## src/rtl/identifier_fsm.sv

```systemverilog
// Byte-serial identifier recogniser: raises out while the current alphanumeric
// token is letter-led and its most recent character is a digit.
module identifier_fsm (
  input  logic       clk,
  input  logic       rst_n,
  input  logic [7:0] char,
  output logic       out
);

  localparam logic [1:0] IDLE  = 2'd0;
  localparam logic [1:0] ALPHA = 2'd1;
  localparam logic [1:0] NUM   = 2'd2;
  localparam logic [1:0] BAD   = 2'd3;

  logic [1:0] state_q;
  logic [1:0] state_d;
  logic       is_letter;
  logic       is_digit;

  // Full 8-bit range compares; bytes 0x80-0xFF fall through to separator.
  always_comb begin
    is_letter = ((char >= 8'h41) && (char <= 8'h5A)) ||
                ((char >= 8'h61) && (char <= 8'h7A));
    is_digit  = (char >= 8'h30) && (char <= 8'h39);
  end

  always_comb begin
    state_d = IDLE;
    case (state_q)
      IDLE: begin
        if (is_letter)     state_d = ALPHA;
        else if (is_digit) state_d = BAD;
        else               state_d = IDLE;
      end
      ALPHA, NUM: begin
        if (is_letter)     state_d = ALPHA;
        else if (is_digit) state_d = NUM;
        else               state_d = IDLE;
      end
      BAD: begin
        if (is_letter || is_digit) state_d = BAD;
        else                       state_d = IDLE;
      end
      default: state_d = IDLE;
    endcase
  end

  always_ff @(posedge clk or negedge rst_n) begin
    if (!rst_n) state_q <= IDLE;
    else        state_q <= state_d;
  end

  // Moore output: no path from char.
  assign out = (state_q == NUM);

endmodule

```

## config.mk

```make
export PLATFORM = sky130hd
export DESIGN_NAME = identifier_fsm
export DESIGN_NICKNAME = d
export VERILOG_FILES = /design/src/rtl/identifier_fsm.sv
export SDC_FILE = /design/constraint.sdc
export NUM_CORES = 1
export LEC_CHECK = 0
export CAP_MARGIN = 20
export CORE_AREA = 5 5 42 44
export DETAILED_ROUTE_END_ITERATION = 10
export DIE_AREA = 0 0 47 49
export GPL_TIMING_DRIVEN = 0
export SETUP_SLACK_MARGIN = 0.02
export SYNTH_ARGS = -nofsm -noshare
export SYNTH_HDL_FRONTEND = slang
export SYNTH_SLANG_ARGS = --single-unit
export TNS_END_PERCENT = 10
```

## constraint.sdc

```tcl
create_clock -name clk -period 2.8 [get_ports clk]
set_clock_uncertainty 0.15 [all_clocks]
set_input_delay 0.84 -clock clk [delete_from_list [all_inputs] [get_ports clk]]
set_output_delay 0.84 -clock clk [all_outputs]
set_load 0.01 [all_outputs]
```

Yosys cells after proc, flatten, opt, wreduce, memory -nomap -nowiden

Index checks and enable logic that the tools add are counted.

Output and inout bits: 1
Bits in registers: 2
Input bits: 10

Reduce and logical (&&, ||, !) cells: 7
Muxes and demuxes: 6
Equality and inequality tests: 3
Order comparisons: 6

Operator list:

| operator           | number |
|---|---|
| $ge 8x7->1 const B | 2 |
| $le 8x7->1 const B | 2 |
| $mux 2             | 5 |
| $ge 8x6->1 const B | 1 |
| $le 8x6->1 const B | 1 |
| $pmux 2 s3         | 1 |
| $eq 2x2->1 const B | 2 |
| $logic_and 1x1->1  | 3 |
| $eq 2x1->1 const B | 1 |
| $logic_not 2->1    | 1 |
| $logic_or 1x1->1   | 2 |
| $reduce_or 2->1    | 1 |

Longest topological paths before layout

Gate-level depths: netlist (run 1).

Depth in word-level cells: 6
Gate-level depth with buffers: 4
Mapped depth without buffers: 4

Least setup slack after synthesis (run 1)

No wires, ideal clock.

Kind: input to register
Start point: in char[0]
End point: reg state_q[0]
Required time: 2.525 ns
Setup slack: 1.136 ns
Arrival time: 1.389 ns
Cell stages on the path: 4
Setup time: 0.125 ns
Path through: nor3_2 -> a21oi_1 -> a311oi_1 -> nor2_1

Word-level cells in the longest chain between the ends: 6
Elaborated cells on any way between the ends: 16

RTL lines:

| element                                  | RTL line | source |
|---|---|---|
| from (decl)                              | 6        | `input logic [7:0] char,` |
| $ge 8x7->1, or another cell as far along | 22       | `is_letter = ((char >= 8'h41) && (char <= 8'h5A)) \|\|` |
| $logic_and 1x1->1 (on tied branches)     | 22, 23   |  |
| $logic_or 1x1->1                         | 22       |  |
| $logic_or 1x1->1                         | 41       | `if (is_letter \|\| is_digit) state_d = BAD;` |
| $mux 2                                   | 41       |  |
| $pmux 2 s3 *                             | 29       | `case (state_q)` |
| net state_d[0]                           | 16       | `logic [1:0] state_d;` |
| to (signal assigned)                     | 50       | `else state_q <= state_d;` |
| to (decl)                                | 15       | `logic [1:0] state_q;` |

Mark *: on every way through the listed nets, which the timed path passes. The rest lies on a longest branch.

Worst setup path after layout (run 1)

Start point: reg state_q[0]
End point: out out

Word-level cells in the longest chain between the ends: 1

RTL lines:

| element    | RTL line | source |
|---|---|---|
| $eq 2x2->1 | 54       | `assign out = (state_q == NUM);` |
| to (decl)  | 7        | `output logic out` |

No other way between the ends.

==> key figures, run 1 <==
Outcome
  • Status: finished clean

Floorplan
  • I/O pins: 11
  • Die Y: 49 µm
  • Area of the core: 1400 µm²
  • Rows: 14
  • Die width: 47 µm
  • Die ar.: 2300 µm²
  • Initial Utilization: 12.7%

Setup path
  • Reg2reg path depth: 4
  • Crit. Startpoint: state_q[0]
  • Critical-path cell list: inv_1, ha_1, clkdlybuf4s50_1
  • Worst R2R End: state_q[0]
  • CP max stage delay: 0.53 ns
  • CP max-delay cell: clkdlybuf4s50_1
  • Crit-path max FO: 2
  • R2R Path Start: state_q[0]
  • Type of the worst setup path: flop to output pin
  • Critical path arrival: 1.33 ns
  • CP endpoint kind: output pin
  • Worst setup endpoint: out
  • Worst EP required: 1.81 ns
  • R2R setup slack: 1.58 ns
  • Critical path startpoint category: flop

Place
  • I/O Buffers: 10
  • Hpwl dp: 339 µm
  • GPL Wtd Cong: 0.700

Timing
  • Final min period: 2.32 ns
  • Highest clock rate: 431 MHz
  • RSZ-0062 raised after global routing: false
  • Setup TNS: 0 ns
  • Worst Max-Slew Pin Slew: 0.217 ns
  • Setup violators final: 0
  • Final Max Slew Viols: 0
  • Rel. slew slack: 85.4%
  • Final Hold Viols: 0
  • Tcrit/Tclk final: 82.9%

Detailed routing
  • Routed Antenna Nets: 0
  • Vias: 181
  • DR vias/cell: 3.69
  • First-pass DRT Iterations: 1
  • DRT iter0 DRCs: 0
  • Detailed Route WL: 382 µm
  • Residual DRC: 0
  • Routed WL per cell: 7.80 µm

Synthesis
  • Post-synth top area cell: dfrtp_1
  • Ys flop type: dfrtp_1
  • Seq/Total Area, Yosys: 28.2%
  • Synth top cells by count: 3 x ha_1, 3 x nor2_1, 2 x a21oi_1, 2 x dfrtp_1, 2 x inv_1
  • Area contributors post-synth: dfrtp_1 28%, ha_1 21%, nor2_1 6.3%
  • Synthesized instance count: 20
  • Yosys cell types: 13
  • Async S/R FF share, synth: 100%
  • Synthesis Warnings: 0
  • Share of Yosys cell area claimed by the top area cell type: 28.2%
  • Syn Area/Cell: 8.88 µm²
  • Synthesized Nets: 33
  • Register bit total from synthesis: 2
  • Post-synth EDFFs: 0
  • Synth Cell Area: 178 µm²

Final layout
  • Layout cell share with drive strength beyond 1: 18.2%
  • Flip-flop count of the largest register after layout: 2
  • Layout area overhead: 80.3%
  • Layout filler cell count: 172
  • Largest regs: state_q: 2 flops
  • N_diodes: 0
  • Biggest register: state_q
  • Post-layout net count: 48

Clocking
  • Post-CTS setup buffers: 0
  • Clock slew at reported path FFs: 0.03 ns
  • Post_cts resized: 0
  • CTS buffer count: 3
  • Clk Tree Root Cell: clkbuf_4
  • CTS max path bufs: 2
  • Clock sink total: 2
  • CTS tree: done
  • H-tree levels: 1
  • Clk_lat worst skew: 0.22 ns
  • # hold bufs at CTS: 0

Global routing
  • GRT Total Usage: 4.08%
  • Met3 Usage GRT: 1.11%
  • Grt peak-use layer: met2
  • Initial antenna violation count: 0
  • Largest net degree at the start of global routing: 4
  • Wire length of the first global-routing pass: 634 µm
  • Vias in the first global route: 173
  • Met2 GRT Util: 5.88%
  • Met1 global-route usage: 3.74%
  • Total gr overflow: 0

Power
  • Lkg Pwr: 0.000135 µW
  • Pwr Total: 118 µW
  • Pwr Density: 368 nW/µm²
  • Peak supply drop: 0.0869 mV

Flow run
  • Max-cap check violation count: 0

Hold path
  • Hold crit path type: flop to flop
## cell families after synthesis
kind of cell,after synthesis,synth area share (%)
buf+inv,2,4.23
simple gates,7,23.2
fa+ha+maj,3,21.1
compound gates,6,23.2
flops,2,28.2
## layout by cell type (no fill, tap or decap)
cell type	instances
clkdlybuf4s50_1	10
nor2_1	3
ha_1	3
clkbuf_4	3
inv_1	2
a21oi_1	2
dfrtp_1	2
a21o_2	1
nand3_1	1
nor3_2	1
nand2b_1	1
o21ai_0	1
and4_1	1
a311oi_1	1
a31o_2	1
## final cells by class
cell class                 count  area (µm²)  share of cell area, %
multi-input combinational     16         120                   37.5
timing repair buffer          10         100                   31.3
sequential                     2        50.0                   15.6
clock buffer                   3        22.5                   7.03
tap                           16        20.0                   6.25
inverter                       2        7.51                   2.34
## how the worst min path moves through the flow
stage	from	end	slack, ns	depth (start not counted)
4_1_cts	state_q[0]	state_q[0]	0.53	3
2_1_floorplan	rst_n	state_q[0]	0.39	0
6_report	state_q[0]	state_q[0]	0.53	3
3_3_place_gp	state_q[0]	state_q[0]	0.53	3
5_1_grt	state_q[0]	state_q[0]	0.57	3
3_5_place_dp	state_q[0]	state_q[0]	0.53	3
## power breakdown
group / total, µW / internal [µW] / switching, µW
Combinational: 25.7 / 16.7 / 8.98
Sequential: 31.5 / 30.6 / 0.883
Clock: 60.9 / 47.1 / 13.8
## metrics by stage
stage | cells | hold WS [ns] | utilization, % | setup WS [ns] | cell area, µm²
after global routing | 49 | 0.575 | 22.9 | 0.420 | 320
final | 49 | 0.526 | 22.9 | 0.478 | 320
after detailed placement | 46 | 0.527 | 21.3 | 0.610 | 298
after floorplan | 20 | 0.394 | - | 1.14 | 178
after global placement | 46 | 0.531 | 21.3 | 0.610 | 298
after CTS | 49 | 0.535 | 22.9 | 0.458 | 320
## per-layer routing
layer | wire [µm] | up-vias | part of all wire [%]
li1 | - | 100 | -
met1 | 150 | 76 | 39
met2 | 206 | 5 | 54
met3 | 25 | 0 | 6.5
met4 | 0 | 0 | 0
met5 | 0 | - | 0
## worst max-delay path: cells and delay by family, from the launching register on
family	cells	cell delay [ns]
buf+inv	2	0.61
fa+ha+maj	1	0.14
flops	1	0.37
Note: power is estimated with default switching activity, not from simulation.
==> inputs of run 2 (changes only) <==
clock period = 2.1 ns   (was 2.8 ns; I/O delays follow)
==> run 2 against run 1 <==
Compared with the run above:
- sequential power increased by 33%
- hold slack worse by 0.10 ns
- cell count is the same
- core utilization is 0.089 points lower
- flip-flop and latch count is the same
- register-to-register slack lost 0.70 ns
- routed wire length unchanged
- critical path depth did not move
- sequential share of layout area up 0.061 points
- global-route usage is the same
- first-iteration DRC count unchanged
- critical endpoint unchanged
==> key figures, run 2 (synthesized netlist as in run 1, its figures left out) <==
Setup path
  • Critical path arrival: 1.07 ns
  • Critical path startpoint category: flop
  • Type of the worst setup path: flop to output pin
  • CP endpoint kind: output pin
  • Crit-path max FO: 2
  • Worst EP required: 1.32 ns

Floorplan
  • Die width: 47 µm
  • Die Y: 49 µm
  • I/O pins: 11
  • Initial Utilization: 12.7%
  • Die ar.: 2300 µm²
  • Area of the core: 1400 µm²
  • Rows: 14

Clocking
  • Post-CTS setup buffers: 0
  • Clock slew at reported path FFs: 0.03 ns
  • H-tree levels: 1
  • CTS buffer count: 3
  • Clk Tree Root Cell: clkbuf_4
  • # hold bufs at CTS: 0
  • CTS max path bufs: 2
  • Clk_lat worst skew: 0.22 ns
  • CTS tree: done
  • Post_cts resized: 1
  • Clock sink total: 2

Global routing
  • Wire length of the first global-routing pass: 634 µm
  • Met3 Usage GRT: 1.11%
  • Total gr overflow: 0
  • Met2 GRT Util: 5.88%
  • Initial antenna violation count: 0
  • Vias in the first global route: 173
  • Grt peak-use layer: met2
  • GRT Total Usage: 4.08%
  • Largest net degree at the start of global routing: 4
  • Met1 global-route usage: 3.74%

Detailed routing
  • Routed Antenna Nets: 0
  • Vias: 181
  • Residual DRC: 0
  • Routed WL per cell: 7.80 µm
  • DR vias/cell: 3.69
  • Detailed Route WL: 382 µm
  • First-pass DRT Iterations: 1
  • DRT iter0 DRCs: 0

Timing
  • Worst Max-Slew Pin Slew: 0.217 ns
  • RSZ-0062 raised after global routing: false
  • Final Max Slew Viols: 0
  • Rel. slew slack: 85.4%
  • Setup TNS: 0 ns
  • Tcrit/Tclk final: 88.3%
  • Final Hold Viols: 0
  • Highest clock rate: 539 MHz
  • Setup violators final: 0
  • Final min period: 1.85 ns

Place
  • I/O Buffers: 10
  • Hpwl dp: 339 µm
  • Placed cells: 46
  • GPL Wtd Cong: 0.700

Final layout
  • Core Util, Final: 22.8%
  • Layout area overhead: 79.6%
  • Flip-flop count of the largest register after layout: 2
  • N_diodes: 0
  • Layout filler cell count: 173
  • Layout cell share with drive strength beyond 1: 18.2%
  • Largest regs: state_q: 2 flops
  • Biggest register: state_q
  • Post-layout net count: 48
  • Non-filler cells, final: 49
  • Most common cell after layout, fill and taps aside: clkdlybuf4s50_1
  • Most frequent cells in the layout: 9 x clkdlybuf4s50_1, 3 x nor2_1, 3 x ha_1, 3 x clkbuf_4

Power
  • Pwr Total: 157 µW
  • Peak supply drop: 0.116 mV
  • Pwr Density: 492 nW/µm²
  • Lkg Pwr: 0.000140 µW

Hold path
  • Hold crit path type: input pin to async pin

Flow run
  • Max-cap check violation count: 0

Outcome
  • Status: finished clean
-- run 2: per-stage QoR --
step	hold WS (ns)	worst slack [ns]	area [µm²]
4_1_cts	0.419	0.226	319
5_1_grt	0.424	0.192	319
2_1_floorplan	0.184	0.646	178
3_5_place_dp	0.527	0.120	298
6_report	0.426	0.246	319
3_3_place_gp	0.531	0.120	298
-- run 2: routing by layer --
metal,wire (µm),part of all wire (%),vias up
met5,0,0,-
met1,149,39,76
met2,206,54,5
met3,26,6.8,0
met4,0,0,0
li1,-,-,100
-- run 2: worst paths after layout --
kind | slack [ns] | end | cells after the start | start
worst min register to register | 0.53 | state_q[0] | 3 | state_q[0]
worst min-delay path | 0.43 | state_q[1] | 1 | rst_n
worst max-delay path | 0.25 | out | 3 | state_q[0]
worst max register to register | 0.88 | state_q[0] | 4 | state_q[0]
max in group asynchronous | 1.25 | state_q[0] | 1 | rst_n
min in group clk | 0.53 | state_q[0] | 3 | state_q[0]
-- run 2: power by group --
group          internal, µW  switching, µW
registers              40.8           1.18
logic                  21.9           12.0
clock network          62.8           18.4
total                   125           31.5
-- run 2: cell type report --
cell class | count | area, µm² | share of cell area (%)
Multi-Input combinational cell | 16 | 120 | 37.6
Timing Repair Buffer | 10 | 98.8 | 31.0
Sequential cell | 2 | 50.0 | 15.7
Clock buffer | 3 | 22.5 | 7.06
Tap cell | 16 | 20.0 | 6.27
Inverter | 2 | 7.51 | 2.35
-- run 2: worst max-delay path, cell delays in order (launching register included) --
cell	delay [ns]
dfrtp_1	0.34
inv_1	0.06
ha_1	0.19
dlygate4sd2_1	0.28
